### src/rtl/calc_pkg.sv
// Shared seven-segment encodings and digit codes for the calculator display path.
// Segment patterns are active-low, bit order {g,f,e,d,c,b,a}.
package calc_pkg;

   localparam logic [6:0] SEG_0     = 7'b1000000;
   localparam logic [6:0] SEG_1     = 7'b1111001;
   localparam logic [6:0] SEG_2     = 7'b0100100;
   localparam logic [6:0] SEG_3     = 7'b0110000;
   localparam logic [6:0] SEG_4     = 7'b0011001;
   localparam logic [6:0] SEG_5     = 7'b0010010;
   localparam logic [6:0] SEG_6     = 7'b0000010;
   localparam logic [6:0] SEG_7     = 7'b1111000;
   localparam logic [6:0] SEG_8     = 7'b0000000;
   localparam logic [6:0] SEG_9     = 7'b0010000;
   localparam logic [6:0] SEG_MINUS = 7'b0111111;
   localparam logic [6:0] SEG_BLANK = 7'b1111111;

   localparam logic [3:0] CODE_MINUS = 4'hA;
   localparam logic [3:0] CODE_ERR   = 4'hE;
   localparam logic [3:0] CODE_BLANK = 4'hF;

   typedef enum logic {
      ST_COLLECT = 1'b0,
      ST_PUBLISH = 1'b1
   } frame_state_e;

endpackage

### src/rtl/seg7_to_code.sv
// Combinational reverse map of an active-low seven-segment pattern to a digit code.
// Unrecognised patterns yield CODE_ERR with invalid_o raised.
module seg7_to_code
   import calc_pkg::*;
(
   input  logic [6:0] seg_i,
   output logic [3:0] code_o,
   output logic       invalid_o
);

   always_comb begin
      code_o    = CODE_ERR;
      invalid_o = 1'b0;
      case (seg_i)
         SEG_0:     code_o = 4'h0;
         SEG_1:     code_o = 4'h1;
         SEG_2:     code_o = 4'h2;
         SEG_3:     code_o = 4'h3;
         SEG_4:     code_o = 4'h4;
         SEG_5:     code_o = 4'h5;
         SEG_6:     code_o = 4'h6;
         SEG_7:     code_o = 4'h7;
         SEG_8:     code_o = 4'h8;
         SEG_9:     code_o = 4'h9;
         SEG_MINUS: code_o = CODE_MINUS;
         SEG_BLANK: code_o = CODE_BLANK;
         default:   invalid_o = 1'b1;
      endcase
   end

endmodule

### src/rtl/seg_scan_decoder.sv
// Rebuilds the four digit codes shown on a multiplexed seven-segment bus and
// publishes them as a frame once every position has been captured.
module seg_scan_decoder
   import calc_pkg::*;
#(
   parameter int SETTLE_CYCLES  = 4,
   parameter int TIMEOUT_CYCLES = 65536,
   parameter int TO_W           = 17
) (
   input  logic       clk_in,
   input  logic       reset,
   input  logic [6:0] seg,
   input  logic       dp,
   input  logic [3:0] anode,
   output logic [3:0] digit1,
   output logic [3:0] digit2,
   output logic [3:0] digit3,
   output logic [3:0] digit4,
   output logic [3:0] dp_mask,
   output logic       frame_valid,
   output logic       frame_changed,
   output logic       seg_err,
   output logic       scan_lost
);

   localparam int CW = $clog2(SETTLE_CYCLES + 1);
   localparam logic [CW-1:0]   CNT_CAP = CW'(SETTLE_CYCLES - 1);
   localparam logic [CW-1:0]   CNT_SAT = CW'(SETTLE_CYCLES);
   localparam logic [TO_W-1:0] TO_MAX  = TO_W'(TIMEOUT_CYCLES);

   logic [3:0]      anode_q, anode_p_q;
   logic [6:0]      seg_q, seg_p_q;
   logic            dp_q, dp_p_q;
   logic [CW-1:0]   cnt_q, cnt_d;
   logic [TO_W-1:0] to_q, to_d;
   frame_state_e    state_q, state_d;
   logic [3:0]      mask_q, mask_d;
   logic            err_q, err_d;
   logic [3:0][3:0] shadow_code_q, shadow_code_d;
   logic [3:0]      shadow_dp_q, shadow_dp_d;
   logic [3:0][3:0] digits_q, digits_d;
   logic [3:0]      dp_mask_q, dp_mask_d;
   logic            fv_q, fv_d, fc_q, fc_d, seg_err_q, seg_err_d, lost_q, lost_d;
   logic            pos_valid, same, capture, dec_invalid;
   logic [1:0]      pos;
   logic [3:0]      dec_code;

   seg7_to_code u_dec (
      .seg_i     (seg_q),
      .code_o    (dec_code),
      .invalid_o (dec_invalid)
   );

   // Only a single low anode bit names a position; anything else is bus noise.
   always_comb begin
      pos_valid = 1'b1;
      pos       = 2'd0;
      case (anode_q)
         4'b1110: pos = 2'd0;
         4'b1101: pos = 2'd1;
         4'b1011: pos = 2'd2;
         4'b0111: pos = 2'd3;
         default: pos_valid = 1'b0;
      endcase
   end

   assign same = ({anode_q, seg_q, dp_q} == {anode_p_q, seg_p_q, dp_p_q});

   // Counter parks above the capture value so a long dwell captures exactly once.
   always_comb begin
      if (!pos_valid || !same) cnt_d = '0;
      else if (cnt_q >= CNT_CAP) cnt_d = CNT_SAT;
      else cnt_d = cnt_q + CW'(1);
   end

   assign capture = pos_valid && (cnt_d == CNT_CAP);

   always_comb begin
      state_d       = state_q;
      mask_d        = mask_q;
      err_d         = err_q;
      shadow_code_d = shadow_code_q;
      shadow_dp_d   = shadow_dp_q;
      digits_d      = digits_q;
      dp_mask_d     = dp_mask_q;
      fv_d          = 1'b0;
      fc_d          = 1'b0;
      seg_err_d     = seg_err_q;
      lost_d        = lost_q;
      to_d          = to_q;

      if (state_q == ST_PUBLISH) begin
         digits_d  = shadow_code_q;
         dp_mask_d = shadow_dp_q;
         fv_d      = 1'b1;
         fc_d      = (shadow_code_q != digits_q) || (shadow_dp_q != dp_mask_q);
         seg_err_d = err_q;
         mask_d    = '0;
         err_d     = 1'b0;
         state_d   = ST_COLLECT;
      end

      // A capture in the publish cycle seeds the next frame after the clear above.
      if (capture) begin
         shadow_code_d[pos] = dec_code;
         shadow_dp_d[pos]   = ~dp_q;
         mask_d[pos]        = 1'b1;
         if (dec_invalid) err_d = 1'b1;
      end

      if (state_q == ST_COLLECT && mask_d == 4'hF) state_d = ST_PUBLISH;

      if (capture) to_d = '0;
      else if (to_q != TO_MAX) to_d = to_q + TO_W'(1);

      if (fv_d) lost_d = 1'b0;
      else if (to_q == TO_MAX) lost_d = 1'b1;
   end

   always_ff @(posedge clk_in) begin
      if (!reset) begin
         anode_q       <= 4'hF;
         seg_q         <= SEG_BLANK;
         dp_q          <= 1'b1;
         anode_p_q     <= 4'hF;
         seg_p_q       <= SEG_BLANK;
         dp_p_q        <= 1'b1;
         cnt_q         <= '0;
         to_q          <= '0;
         state_q       <= ST_COLLECT;
         mask_q        <= '0;
         err_q         <= 1'b0;
         shadow_code_q <= {4{CODE_BLANK}};
         shadow_dp_q   <= '0;
         digits_q      <= {4{CODE_BLANK}};
         dp_mask_q     <= '0;
         fv_q          <= 1'b0;
         fc_q          <= 1'b0;
         seg_err_q     <= 1'b0;
         lost_q        <= 1'b0;
      end else begin
         anode_q       <= anode;
         seg_q         <= seg;
         dp_q          <= dp;
         anode_p_q     <= anode_q;
         seg_p_q       <= seg_q;
         dp_p_q        <= dp_q;
         cnt_q         <= cnt_d;
         to_q          <= to_d;
         state_q       <= state_d;
         mask_q        <= mask_d;
         err_q         <= err_d;
         shadow_code_q <= shadow_code_d;
         shadow_dp_q   <= shadow_dp_d;
         digits_q      <= digits_d;
         dp_mask_q     <= dp_mask_d;
         fv_q          <= fv_d;
         fc_q          <= fc_d;
         seg_err_q     <= seg_err_d;
         lost_q        <= lost_d;
      end
   end

   assign digit1        = digits_q[3];
   assign digit2        = digits_q[2];
   assign digit3        = digits_q[1];
   assign digit4        = digits_q[0];
   assign dp_mask       = dp_mask_q;
   assign frame_valid   = fv_q;
   assign frame_changed = fc_q;
   assign seg_err       = seg_err_q;
   assign scan_lost     = lost_q;

endmodule

### config.mk
export PLATFORM = sky130hd
export DESIGN_NAME = seg_scan_decoder
export DESIGN_NICKNAME = d
export VERILOG_FILES = /design/src/rtl/calc_pkg.sv /design/src/rtl/seg7_to_code.sv /design/src/rtl/seg_scan_decoder.sv
export SDC_FILE = /design/constraint.sdc
export NUM_CORES = 1
export LEC_CHECK = 0
export CAP_MARGIN = 10
export CORE_UTILIZATION = 30
export CTS_CLUSTER_SIZE = 25
export DETAILED_ROUTE_END_ITERATION = 8
export PLACE_DENSITY = 0.52
export SYNTH_ARGS = -nofsm -noshare
export SYNTH_HDL_FRONTEND = slang
export SYNTH_SLANG_ARGS = --single-unit
### constraint.sdc
create_clock -name clk_in -period 3.7 [get_ports clk_in]
set_input_delay 0.74 -clock clk_in [delete_from_list [all_inputs] [get_ports clk_in]]
set_output_delay 0.74 -clock clk_in [all_outputs]
set_load 0.1 [all_outputs]
==> results.toml <==
[floorplan]
die_h_um = 119.9
row_count = 42
chipWidth_um = 119.9
io-pin-count = 38
dieArea_mm2 = 0.01438
core_area_mm2 = 0.01340
initial_core_util = 0.3112

[logic_synthesis]
synth_area_mm2 = 0.004170
synth-seq-cells = 94
synth_top_family_by_area = "simple AND/OR/NAND/NOR gates"
synth-edff-count = 0
yosys.area.top_type = "dfxtp_1"
synth_mux_area_frac = 0.07711
synth_compound_area_frac = 0.07471
async_reset_ff_frac = 0
synthDistinctLibCells = 50
synth_common_cells = "dfxtp_1, nor2_1, nand2_1"
ys.flop_type = "dfxtp_1"
synth.most_common_cell = "dfxtp_1"
synth_top_area_frac = 0.4512
synth_area_leaders = "dfxtp_1, mux2i_1, xnor2_1, xor2_1, nor2_1"
synthXorXnorAreaFrac = 0.1119
syn_nets = 455
synthCells = 437
synth.avg_cell_area_um2 = 9.543
synthAdderAreaFrac = 0.01200
yosysWarnings = 0
synthSimpleGateAreaFrac = 0.2262
ys_seq_area_frac = 0.4512

[clock_network]
cts_setup_buffers = 0
cts_buffers = 9
htree_levels = 3
cts_tree = "done"
clk-insertion-delay-late_ns = 0.35
clk_transition_reported_paths_ns = 0.07
cts_hold_buf = 0
cts_buffer_depth = 2
cts_resized = 0
cts_root_buffer = "clkbuf_16"
cts.sinks = 94

[power]
pwr-share-seq = 0.497
comb_power_share = 0.052
power_density_mw_per_mm2 = 428.1
p_leak_nw = 1.810
clock_power_share = 0.451
ir_drop_v = 0.0001889
swShare = 0.2256
p_sw_uw = 477.1
total_power_mw = 2.115
intPower_mw = 1.638

[cells_and_area]
synthToLayoutAreaGrowth_pct = 18.48
diodes = 0
fin_nets = 481
utilization = 0.3687
layoutNonFillerInstCount = 644
drive_gt1_frac = 0.07265

[global_routing]
grt_pass1_wl_um = 14900
grt_pass1_vias = 2864
antenna_found_initial = 0
grt_use_total = 0.1356
globalRoute.totalOverflow = 0
grt_start_max_net_pins = 31

[critical_path]
crit_chain = "clkdlybuf4s50_1"
rr_endpoint = "to_q[1]"
crit_start = "dp_mask[0]"
path_class = "reg2out"
slowest_delay_ns = 1.16
cp_max_fo = 3
end_kind = "primary output"
crit_required_ns = 2.96
crit_slowest_cell = "clkdlybuf4s50_1"
cp.depth = 1
critPathLaunchType = "register"
cp.arrival_ns = 1.90
critical-path-top-delay-family = "buffers and inverters"
worstSetupEndpoint = "dp_mask[0]"
critPathBufInv = 1
r2r-start = "cnt_q[0]"
worst_r2r_path_depth = 8
r2r_slack_ns = 1.21

[worst_hold_path]
hold_start = "err_q"
hold_class = "reg2reg"

[timing]
worstMarginPinSlew_ns = 0.9843
finalSetupViolations = 0
rsz0062_at_grt = "false"
fin_skew_ns = 0.008717
fmax_ghz = 0.3781
tns_ns = 0
min_period_over_period = 0.7148
final-max-slew-violation-count = 0
relSlewSlack = 0.3417
setup_slack_ns = 1.055
finalCriticalPeriod_ns = 2.645
hold_violations = 0

[place]
pre_cts_ws_ns = 1.210
hpwl_um = 6415
io_buffers = 37
place_congestion = 0.8392
place_inst = 628

[drt]
num_vias = 3057
wire_per_inst_um = 13.93
drtIter0Drc = 142
wl_um = 8971
vias_per_cell = 4.747
ant_nets = 0
dr.pass1.iters = 4
drc = 0

[outcome]
status = "finished clean"

[flow_run]
cap_violations = 0
## area by class of cell
| class | instances | area [µm²] |
|---|---|---|
| clock inverter | 5 | 56.30 |
| fill | 1378 | 8459 |
| inverter | 11 | 41.29 |
| tap | 176 | 220.2 |
| timing repair buffer | 41 | 395.4 |
| clock buffer | 11 | 252.7 |
| sequential | 94 | 1882 |
| multi-input combinational | 306 | 2093 |
## worst min-delay path: cells and delay by family, from the launching register on
family	cells	cell delay, ns
flip-flops	1	0.31
AO/OA/AOI/OAI	1	0.07
buffers and inverters	1	0.05
## cells in the final DEF, fill, tap and decap left out, drive strengths merged, types with 9 or more instances in the layout
cell and instances:
dfxtp 94, a21oi 19, nor2 41, mux2i 31, nand2b 24, nor3 9, xnor2 28, nand2 35
nor4 12, nand3 15, inv 11, clkdlybuf4s50 36, clkbuf 11, xor2 21, nand4 14
## state kept, by name (all words and copies together), names as in the netlist
name,flops
anode_p_q,4
anode_q,4
cnt_q,3
digit1,4
digit2,4
digit3,4
digit4,4
dp_mask,4
dp_p_q,1
dp_q,1
err_q,1
frame_changed,1
frame_valid,1
mask_q,4
scan_lost,1
seg_err,1
seg_p_q,7
seg_q,7
shadow_code_q,16
shadow_dp_q,4
state_q,1
to_q,17
## power by group through the flow
stage                     clock (mW)  combinational (mW)  sequential (mW)
after floorplan                    0              0.0986             1.06
after global placement             0               0.111             1.07
after detailed placement           0               0.112             1.07
after CTS                      0.984               0.112             1.05
after global routing            1.03               0.122             1.05
final                          0.953               0.111             1.05
## cell families (layout without fill, tap and decap cells)
logic type      after synthesis  in the layout
flops                        94             94
xor+xnor                     49             49
mux                          32             32
buf+inv                      37             68
compound gates               49             49
simple gates                172            172
fa+ha+maj                     4              4
## worst min path at each step
| stage | slack [ns] | to | depth (start not counted) |
|---|---|---|---|
| after CTS | 0.48 | err_q | 2 |
| after global routing | 0.50 | err_q | 2 |
| after detailed placement | 0.47 | err_q | 2 |
| final | 0.47 | err_q | 2 |
| after floorplan | 0.45 | err_q | 2 |
| after global placement | 0.46 | cnt_q[0] | 1 |
## stage by stage
step | cell area (µm²) | hold WS, ns
after global routing | 4941 | 0.4988
after floorplan | 4170 | 0.4493
after global placement | 4632 | 0.4630
final | 4941 | 0.4730
after detailed placement | 4632 | 0.4680
after CTS | 4941 | 0.4780
## metal layers
layer / part of all wire / global-route usage
met1: 0.50 / 0.1850
met3: 0.036 / 0.02899
met2: 0.44 / 0.1997
met4: 0.020 / 0.07031
met5: 0 / 0
(Power assumes the default switching activity.)
==> variant 1, RTL diff (same settings) <==
Register the inputs `seg`, `dp` and `anode` before use, with the module's reset. The logic sees them one clock later.
--- a/src/rtl/seg_scan_decoder.sv
+++ b/src/rtl/seg_scan_decoder.sv
@@ -28,4 +28,20 @@
    localparam logic [CW-1:0]   CNT_SAT = CW'(SETTLE_CYCLES);
    localparam logic [TO_W-1:0] TO_MAX  = TO_W'(TIMEOUT_CYCLES);
+
+   logic [6:0] seg_r;
+   logic dp_r;
+   logic [3:0] anode_r;
+
+   always_ff @(posedge clk_in) begin
+      if (!reset) begin
+         seg_r   <= '0;
+         dp_r    <= '0;
+         anode_r <= '0;
+      end else begin
+         seg_r   <= seg;
+         dp_r    <= dp;
+         anode_r <= anode;
+      end
+   end
 
    logic [3:0]      anode_q, anode_p_q;
@@ -140,7 +156,7 @@
          lost_q        <= 1'b0;
       end else begin
-         anode_q       <= anode;
-         seg_q         <= seg;
-         dp_q          <= dp;
+         anode_q       <= anode_r;
+         seg_q         <= seg_r;
+         dp_q          <= dp_r;
          anode_p_q     <= anode_q;
          seg_p_q       <= seg_q;
Check against the original RTL: same outputs for any inputs over 10 cycles, from zero or initial values and one cycle with reset low; that may be too few to reach the edited logic, so the function may still have changed.
==> variant 1 against the original RTL <==
- power up 7.7%
- synthesized cell count grew 8.0%
- utilization shrank 0.74 points
- sequential power grew 14%
- count of clock-buffer cells in the layout stayed put
- routed wire length up 3.0%
- sequential cell count is 12 higher
- worst setup slack worse by 0.057 ns
- area after synthesis increased by 7.8%
- cell area increased by 6.7%
- critical path depth is 6 higher
- critical path type is now flip-flop to flip-flop
- critical endpoint is now shadow_code_q[5]$_SDFFE_PN1P_
- largest cell class unchanged
==> variant 1: results (changes against the original RTL) <==
| Metric | Value |
|---|---|
| Most common library cells after synthesis | `dfxtp_1 (106), nor2_1 (39), nand2b_1 (32)` |
| Skew final | `0.007496 ns (-0.001222 ns)` |
| Yosys cell types | `54 (+8.0%)` |
| Wire length on met3 | `254 um (-21%)` |
| Met1 Resource Use GR | `16.60% (-1.9 points)` |
| Worst path slowest cell | `and3_1` |
| Number of global-route vias before repair | `3194 (+12%)` |
| Register area share after synthesis | `47.22% (+2.1 points)` |
| Net load switching power | `0.5039 mW (+5.6%)` |
| Overall routing resource usage | `12.32% (-1.2 points)` |
| Starting density of the core | `30.81% (-0.31 points)` |
| Status | `finished, final reports clean` |
| Largest net degree at the start of global routing | `63 (+100%)` |
| Met2 Usage GRT | `19.04% (-0.93 points)` |
| Logic pwr share | `4.7% (-0.5 points)` |
| Net Count, Synth | `490 (+7.7%)` |
| Synth area leaders | `dfxtp_1 (47%), xor2_1 (5.7%), mux2i_1 (5.1%)` |
| DR WL/cell | `13.55 um (-2.7%)` |
| Critical path class | `flip-flop to flip-flop` |
| Critical path's top delay family | `simple AND/OR/NAND/NOR gates` |
| CP max FO | `18 (+15)` |
| Crit-path max cell delay | `0.66 ns (-0.50 ns)` |
| Reg2Reg Setup Slack | `1.0 ns (-0.21 ns)` |
| R2R cell count | `7 (-1)` |
| Leak | `1.806 nW (-0.21%)` |
| GPL Wtd Cong | `0.7903 (-5.8%)` |
| Clock network power share | `42.7% (-2.4 points)` |
| Worst vdd ir | `0.2304 mV (+22%)` |
| R2r endpoint | `shadow_code_q[5]$_SDFFE_PN1P_` |
| Vias/cell | `4.852 (+2.2%)` |
| Initial antenna violation count | `0 (unchanged)` |
| GR Util met3 | `2.878% (-0.021 points)` |
| Met2 Routed Length | `4210 um (+5.7%)` |
| M1 WL | `4633 um (+3.3%)` |
| TritonRoute pass-1 iters | `4 (unchanged)` |
| Initial DRC Count | `165 (+16%)` |
| Worst Tran Pin Value | `1.005 ns (+0.02051 ns)` |
| First-pass GRT wire length | `15570 um (+4.4%)` |
| Layout cell share with drive strength beyond 1 | `6.627% (-0.64 points)` |
-- variant 1: final cells by class --
class / instances / area [um^2]
Tap cell: 184 / 230.2
Clock buffer: 11 / 252.7
Inverter: 8 / 30.03
Clock inverter: 4 / 51.30
Fill cell: 1453 / 9318
Sequential cell: 106 / 2122
Multi-Input combinational cell: 330 / 2205
Timing Repair Buffer: 39 / 380.4
-- variant 1: stage by stage --
stage               area [um^2]  setup slack, ns  utilization (%)  total power, mW  cells
floorplan                  4494            1.682                -            1.299    472
global placement           4967            1.118            34.05            1.330    667
detailed placement         4967            1.049            34.05            1.333    667
CTS                        5271            1.031            36.13            2.305    682
global route               5271           0.7730            36.13            2.377    682
finish                     5271           0.9988            36.13            2.278    682
-- variant 1: cells by family (layout without fill, tap and decap cells) --
group / count (synthesis) / in the layout / share of synthesized area [%]
fa+ha+maj: 4 / 4 / 1.114
buf+inv: 36 / 62 / 3.730
mux: 28 / 28 / 6.375
xor+xnor: 48 / 48 / 9.354
compound gates: 59 / 59 / 8.937
flops: 106 / 106 / 47.22
simple gates: 191 / 191 / 23.27
-- variant 1: worst min path at each step --
stage | endpoint | cells past startpoint | from | slack (ns)
finish | seg_q[1]$_SDFF_PN1_ | 1 | seg_r[1]$_SDFF_PN0_ | 0.41
global placement | anode_q[2]$_SDFF_PN1_ | 1 | anode_r[2]$_SDFF_PN0_ | 0.39
global route | seg_q[0]$_SDFF_PN1_ | 1 | seg_r[0]$_SDFF_PN0_ | 0.42
detailed placement | seg_q[1]$_SDFF_PN1_ | 1 | seg_r[1]$_SDFF_PN0_ | 0.39
CTS | seg_q[1]$_SDFF_PN1_ | 1 | seg_r[1]$_SDFF_PN0_ | 0.41
floorplan | anode_q[0]$_SDFF_PN1_ | 1 | anode_r[0]$_SDFF_PN0_ | 0.39
==> variant 2, RTL diff (same settings) <==
Made on the original files. `SETTLE_CYCLES`: 4 -> 8.
--- a/src/rtl/seg_scan_decoder.sv
+++ b/src/rtl/seg_scan_decoder.sv
@@ -4,5 +4,5 @@
    import calc_pkg::*;
 #(
-   parameter int SETTLE_CYCLES  = 4,
+   parameter int SETTLE_CYCLES  = 8,
    parameter int TIMEOUT_CYCLES = 65536,
    parameter int TO_W           = 17
Function: no difference found for any inputs over 10 cycles, from zero or initial values and one cycle with reset low; that may be too few to reach the edited logic, so the function may still have changed.
==> variant 2 against the original RTL <==
- non-clock buffer count down 1
- worst setup slack worse by 0.012 ns
- highest routed layer unchanged
- clock skew down 0.0029 ns
- utilization down 0.12 points
- sequential cell count up 1
- cell area down 1.9%
- critical endpoint is now digit2[2]
- area after synthesis down 3.2%
- routed wire length down 8.4%
- synthesized cell count down 3.4%
- die area down 3.1%
- count of clock-buffer cells in the layout up 1
- cell count down 2.2%
- power down 1.7%
==> variant 2: results (changes against the original RTL) <==
| Metric | Value |
|---|---|
| Status | `finished, final reports clean` |
| Layout cell share with drive strength beyond 1 | `5.947% (-1.3 points)` |
| Most common library cells after synthesis | `dfxtp_1 (95), nand2_1 (42), nor2_1 (31)` |
| Vias/cell | `4.556 (-4.0%)` |
| Net Count, Synth | `439 (-3.5%)` |
| Xor/xnor share of the synthesized area | `10.85% (-0.35 points)` |
| Overall routing resource usage | `13.10% (-0.46 points)` |
| Wire length on met3 | `202 um (-37%)` |
| NumNets Final | `467 (-2.9%)` |
| Number of global-route vias before repair | `2902 (+1.3%)` |
| WHS | `0.4614 ns (-0.01157 ns)` |
| R2r endpoint | `state_q$_SDFF_PN0_` |
| Largest net degree at the start of global routing | `33 (+6.5%)` |
| Met2 Usage GRT | `21.03% (+1.1 points)` |
| Critical Path Start | `digit2[2]$_SDFFE_PN1P_` |
| Mux share of post-synthesis cell area | `6.941% (-0.77 points)` |
| Skew final | `0.005847 ns (-0.002870 ns)` |
| Met2 Routed Length | `3777 um (-5.2%)` |
| R2R cell count | `7 (-1)` |
| First-pass GRT wire length | `14400 um (-3.4%)` |
| Synth Instances | `422 (-3.4%)` |
| Placed cell count | `615 (-2.1%)` |
| Final setup margin | `1.043 ns (-0.01226 ns)` |
| CP Capture Point | `digit2[2]` |
| Worst-skew pair later-pin latency | `0.33 ns (-0.02 ns)` |
| Register area share after synthesis | `47.10% (+2.0 points)` |
| Hold Path Sink | `scan_lost$_SDFFE_PP0N_` |
| Post-synthesis adder-cell area fraction | `0.9297% (-0.27 points)` |
==> variant 2: changes by cell type after synthesis, moves of 5 or more <==
cell | unedited run | this run
nor2_1 | 41 | 31
nor2b_1 | 1 | 11
clkbuf_1 | 11 | 19
nand2_1 | 35 | 42
nor3b_1 | 1 | 8
a211oi_1 | 7 | 1
a21oi_1 | 19 | 13
and4b_1 | 5 | 0
buf_6 | 6 | 1
nand4_1 | 13 | 8
or3_1 | 0 | 5
xnor2_2 | 5 | 0
==> variant 2: power by group <==
| group | internal (mW) | switching (mW) |
|---|---|---|
| Combinational | 0.0453 | 0.0437 |
| Clock | 0.556 | 0.376 |
| Sequential | 1.04 | 0.0217 |
==> variant 2: area by class of cell <==
cell class,instances,area (um^2)
multi-input cells,297,2012
repair buffers,40,387.9
flip-flops and latches,95,1902
fillers,1306,8343
clock buffers,12,256.5
clock inverters,3,42.54
well taps,176,220.2
inverters,7,26.28
